`src/rtl/nbit_demux_reg_pkg.sv`:
```
// Shared definitions for the registered n-bit demux: FSM state encodings.
package nbit_demux_reg_pkg;

    typedef enum logic [1:0] {
        IDLE = 2'd0,
        FILL = 2'd1,
        DONE = 2'd2
    } state_t;

endpackage

```
`src/rtl/nbit_demux_reg_decoder.sv`:
```
// Index-to-one-hot write-enable decoder shared by the random-access and serial paths.
module nbit_decoder #(
    parameter int SELECT_WIDTH = 3
) (
    input  logic [SELECT_WIDTH-1:0]    index,
    input  logic                       enable,
    output logic [2**SELECT_WIDTH-1:0] onehot
);

    always_comb begin
        onehot        = '0;
        onehot[index] = enable;
    end

endmodule

```
`src/rtl/nbit_demux_reg.sv`:
```
// Registered 1-to-2**SELECT_WIDTH demux with random-access writes and a serial LSB-first fill.
module nbit_demux_reg
    import nbit_demux_reg_pkg::*;
#(
    parameter int SELECT_WIDTH = 3
) (
    input  logic                       Clk,
    input  logic                       Reset_n,
    input  logic                       DemuxIn,
    input  logic [SELECT_WIDTH-1:0]    DemuxSel,
    input  logic                       DemuxWr,
    input  logic                       DemuxStart,
    input  logic                       DemuxValid,
    input  logic                       DemuxClr,
    output logic [2**SELECT_WIDTH-1:0] DemuxOut,
    output logic                       DemuxBusy,
    output logic                       DemuxDone
);

    localparam int WIDTH = 2**SELECT_WIDTH;
    localparam logic [SELECT_WIDTH-1:0] LAST_INDEX = SELECT_WIDTH'(WIDTH - 1);

    state_t                  state;
    logic [SELECT_WIDTH-1:0] count;
    logic [SELECT_WIDTH-1:0] wr_index;
    logic [WIDTH-1:0]        wr_onehot;
    logic                    wr_enable;

    // The serial fill borrows the same decoder, steered by the fill counter.
    assign wr_index  = (state == FILL) ? count : DemuxSel;
    assign wr_enable = ((state == IDLE) && DemuxWr) || ((state == FILL) && DemuxValid);

    nbit_decoder #(
        .SELECT_WIDTH(SELECT_WIDTH)
    ) u_decoder (
        .index  (wr_index),
        .enable (wr_enable),
        .onehot (wr_onehot)
    );

    always_ff @(posedge Clk) begin
        if (!Reset_n) begin
            state     <= IDLE;
            count     <= '0;
            DemuxOut  <= '0;
            DemuxBusy <= 1'b0;
            DemuxDone <= 1'b0;
        end else if (DemuxClr) begin
            state     <= IDLE;
            count     <= '0;
            DemuxOut  <= '0;
            DemuxBusy <= 1'b0;
            DemuxDone <= 1'b0;
        end else begin
            if (wr_enable) begin
                DemuxOut <= (DemuxOut & ~wr_onehot) | (wr_onehot & {WIDTH{DemuxIn}});
            end
            // Busy and Done are loaded with the decode of the next state so they stay registered.
            case (state)
                IDLE: begin
                    DemuxDone <= 1'b0;
                    if (DemuxStart) begin
                        count     <= '0;
                        state     <= FILL;
                        DemuxBusy <= 1'b1;
                    end
                end
                FILL: begin
                    if (DemuxValid) begin
                        count <= count + 1'b1;
                        if (count == LAST_INDEX) begin
                            state     <= DONE;
                            DemuxBusy <= 1'b0;
                            DemuxDone <= 1'b1;
                        end
                    end
                end
                DONE: begin
                    state     <= IDLE;
                    DemuxDone <= 1'b0;
                end
                default: begin
                    state     <= IDLE;
                    DemuxBusy <= 1'b0;
                    DemuxDone <= 1'b0;
                end
            endcase
        end
    end

endmodule
```
`config.mk`:
```
export PLATFORM = sky130hd
export DESIGN_NAME = nbit_demux_reg
export DESIGN_NICKNAME = d
export VERILOG_FILES = /design/src/rtl/nbit_demux_reg_pkg.sv /design/src/rtl/nbit_demux_reg_decoder.sv /design/src/rtl/nbit_demux_reg.sv
export SDC_FILE = /design/constraint.sdc
export NUM_CORES = 1
export LEC_CHECK = 0
export ABC_AREA = 0
export ABC_CLOCK_PERIOD_IN_PS = 2300
export BUFFER_PORTS_ARGS = -buffer_cell sky130_fd_sc_hd__clkbuf_2
export CORE_AREA = 10 10 50 52
export DETAILED_ROUTE_END_ITERATION = 12
export DIE_AREA = 0 0 60 62
export PLACE_DENSITY = 0.76
export SLEW_MARGIN = 20
export SYNTH_ARGS = -nofsm -noshare
export SYNTH_HDL_FRONTEND = slang
export SYNTH_HIERARCHICAL = 1
export SYNTH_SLANG_ARGS = --single-unit
export TNS_END_PERCENT = 50
```
`constraint.sdc`:
```
create_clock -name Clk -period 2.3 [get_ports Clk]
set_input_delay 0.115 -clock Clk [delete_from_list [all_inputs] [get_ports Clk]]
set_output_delay 0.115 -clock Clk [all_outputs]
set_load 0.02 [all_outputs]
```
After elaboration in Yosys (flattened, before gate mapping)
Index checks and enable logic that the tools add are counted.
{"block": "totals", "inputBits": 10, "register_bits": 15}
{"block": "classes", "muxes": 14, "n_reduce_logical": 12, "addsub": 1, "bitwise_logic": 8, "n_eq_ne": 6, "order_cmp": 2}
{"cell": "$and 8x8->8", "count": 3}
{"cell": "$mux 3", "count": 3}
{"cell": "$not 8->8", "count": 1}
{"cell": "$or 8x8->8", "count": 1}
{"cell": "$mux 2", "count": 3}
{"cell": "$pmux 3 s2", "count": 1}
{"cell": "$reduce_and 3->1", "count": 2}
{"cell": "$lt 3x4->1 const B", "count": 1}
{"cell": "$mux 1", "count": 4}
{"cell": "$ne 2x2->1 const B", "count": 2}
{"cell": "$pmux 2 s2", "count": 1}
{"cell": "$reduce_and 4->1", "count": 1}
{"cell": "$add 3x1->3 const B", "count": 1}
{"cell": "$demux 1 s3", "count": 1}
{"cell": "$eq 3x3->1 const B", "count": 1}
{"cell": "$ge 3x1->1 const B", "count": 1}
{"cell": "$logic_and 1x1->1", "count": 3}
{"cell": "$not 1->1", "count": 3}
{"cell": "$pmux 1 s3", "count": 1}
{"cell": "$reduce_or 3->1", "count": 1}
{"cell": "$eq 2x1->1 const B", "count": 1}
{"cell": "$eq 2x2->1 const B", "count": 1}
{"cell": "$logic_not 2->1", "count": 1}
{"cell": "$ne 2x1->1 const B", "count": 1}
{"cell": "4 further kinds", "count": 4}

Depth between registers and ports, before layout
{"block": "logic_depth", "word_depth": 10, "mapped_depth": 5, "ltp_nobuf": 5}

By module
The synthesis kept the hierarchy.
{"module": "nbit_demux_reg", "cells_per_inst": 73, "instances": 1, "area_each_um2": 688.2}
{"module": "nbit_decoder", "cells_per_inst": 8, "instances": 1, "area_each_um2": 95.1}

Least setup slack after synthesis
OpenSTA, ideal clock, no wires.
{"block": "synth_path", "path_type": "reg-to-reg", "start": "reg state[1]", "end": "reg with a tool-made name", "arrival_time_ns": 1.402, "slack_ns": 0.773, "n_path_buf": 0, "setup_ns": 0.126, "stages_incl_launch_ff": 6, "cell_sequence": "dfxtp_1 -> nand2b_1 -> mux2_2 -> nor4b_2 -> nand3b_1 -> mux2i_1"}
{"item": "start, declared", "line_no": "nbit_demux_reg.sv:23", "source": "state_t state;"}
{"item": "start signal, assigned", "line_no": "nbit_demux_reg.sv:43", "source": "state <= IDLE;"}
{"item": "start signal, assigned", "line_no": "nbit_demux_reg.sv:49", "source": "state <= IDLE;"}
{"item": "start signal, assigned", "line_no": "nbit_demux_reg.sv:64", "source": "state <= FILL;"}

==> impl_metrics.yaml <==
status:
  status: "complete, no violations"
pwr:
  power_leakage_nw: 0.425
  peakVddDrop_v: 0.000374
  combPwrFrac: 0.124
  seq_power_share: 0.555
  p_switching_w: 0.000121
  power.internal_w: 0.000355
  p_per_area_mw_per_mm2: 515
  clkPwrFrac: 0.321
  p_sw_frac: 0.254
  power.total_w: 0.000476
sta:
  period_share: 0.825
  fin_worst_skew_ns: 0.000562
  whs_ns: 0.134
  hold_viol: 0
  drv_slew: 0
  rsz0062_at_grt: "false"
  fmaxAchievable_mhz: 527
  setup_viol: 0
  min_period_ns: 1.90
  finalSetupTns_ns: 0
  relSlewSlack: 0.721
  tightest_slew_ns: 0.418
critical_path:
  cp.required_ns: 2.46
  reg2reg_slack_ns: 0.40
  critPathCaptureType: "flip-flop"
  arrival_ns: 2.06
  r2r_cells: 5
  cp-start-kind: "flip-flop"
  path_max_fanout: 13
  criticalPathCategory: "flip-flop to flip-flop"
  r2r-start: "state[1]$_SDFFE_PP0P_"
logic_synthesis:
  synthAdderAreaFrac: 0.0319
  synth-seq-cells: 15
  muxShareOfSynthArea: 0.160
  ys_types: 24
  ys_seq_area_frac: 0.383
  synthesis.nets: 93
  yosysWarnings: 6
  avgSynthCellArea_um2: 9.67
  synth-simple-area-share: 0.351
  syn_inst: 81
  netlist_area_um2: 783
  synth_compound_area_frac: 0.0575
  synth_top_family_by_area: "simple AND/OR/NAND/NOR gates"
  synth_xor_area_frac: 0
cts:
  cts_setup_buffers: 0
  clock_path_buffers: 2
  cts.htree.levels: 1
  clkSinkCount: 15
  hold_buffers: 0
  cts_tree: "yes"
  clkLatencyLatePin_ns: 0.28
  cts_buffers: 3
  cts_root_buffer: "clkbuf_4"
  cts_resized: 0
  clk_pin_slew_ns: 0.09
floorplan:
  die_area_mm2: 0.00372
  io_pins: 20
  initial_utilization: 0.485
  die_h_um: 62
  fp.coreArea_mm2: 0.00161
  die_x_um: 60
  rows: 15
drt:
  via_per_inst: 5.63
  postRouteAntennaNets: 0
  vias: 676
  drtPass1Iterations: 4
  drt_iter0_markers: 7
  drc: 0
  postRouteWirelength_mm: 1.76
  wl_per_cell_um: 14.6
worst_hold_path:
  whs_path_depth: 3
  worstHoldStart: "DemuxValid"
  min_delay_worst_endpoint: "state[1]$_SDFFE_PP0P_"
  hold_path_class: "input port to flip-flop"
final_layout:
  finish.utilization: 0.573
  layout_commonest_cell: "clkbuf_2"
  antennaDiodeCount: 0
  fin_nets: 116
  fin_area_um2: 925
  layout-drive-gt1-share: 0.311
  areaGrowthSynthToFinish_pct: 18.1
  most-common-layout-cells: "clkbuf_2, dfxtp_1, nand2_1"
global_routing:
  grt_pass1_vias: 614
  grt_use_total: 0.0928
  grt_max_degree: 14
  grt-ovfl-total: 0
  antenna_found_initial: 0
  grt_first_pass_wirelength_mm: 2.73
placement:
  routabilityCongestion: 0.939
  postPlaceCellArea_um2: 898
  dpl.hpwl_mm: 1.31
  port_buffers: 19
flow_run:
  max-cap-violations: 0
-- metrics by stage --
stage | cells | setup WS [ns]
finish | 120 | 0.402
CTS | 120 | 0.432
global placement | 116 | 0.526
detailed placement | 116 | 0.473
floorplan | 81 | 0.773
global route | 120 | 0.338
-- metal layers --
layer,share of wire,track usage
met1,0.45,0.110
met2,0.47,0.147
met3,0.071,0.0346
met4,0.0074,0.0385
met5,0,0
-- worst max-delay path by stage --
stage	startpoint	endpoint
2_1_floorplan	state[1]$_SDFFE_PP0P_	flip-flop
3_3_place_gp	state[1]$_SDFFE_PP0P_	flip-flop
3_5_place_dp	state[1]$_SDFFE_PP0P_	flip-flop
4_1_cts	state[1]$_SDFFE_PP0P_	flip-flop
5_1_grt	state[1]$_SDFFE_PP0P_	flip-flop
6_report	state[1]$_SDFFE_PP0P_	flip-flop
-- cell families (layout without fill, tap and decap cells) --
group	count (synthesis)	in the layout
compound gates	8	8
fa+ha+maj	2	2
buf+inv	3	25
flops	15	15
mux	12	12
simple gates	41	41
-- layout make-up --
cell class                 count  area, um2
tap                           17       21.3
sequential                    15        300
inverter                       1       3.75
timing repair buffer          20        103
fill                         153        689
multi-input combinational     63        470
clock buffer                   4       26.3
-- cell usage after synthesis (all sizes together) --
master  number  area, um2
dfxtp       15        300
nand2       15       56.3
nand3b       9       67.6
mux2i        8       80.1
a21oi        4       20.0
mux2         4       45.0
and4b        3       32.5
and4bb       3       37.5
nand2b       3       18.8
ha           2       25.0
nor2b        2       12.5
nor3         2       10.0
o22ai        2       12.5
and4         1       10.0
buf          1       5.00
clkbuf       1       3.75
inv          1       3.75
nand4        1       6.26
nor4b        1       15.0
o21ai        1       5.00
o31ai        1       7.51
or3b         1       8.76
-- critical path: stages (launching register included) --
cell	delay [ns]
dfxtp_1	0.53
nand2b_1	0.27
mux2_2	0.44
nor4b_2	0.29
nand3b_1	0.12
mux2i_1	0.13
-- power by group through the flow --
stage	Combinational (W)	Sequential (W)	Clock [W]
detailed placement	0.0000576	0.000271	0
finish	0.0000591	0.000265	0.000153
global route	0.0000643	0.000265	0.000167
global placement	0.0000563	0.000270	0
floorplan	0.0000372	0.000272	0
CTS	0.0000586	0.000265	0.000158
No activity file was read; power rests on OpenSTA's default activity.
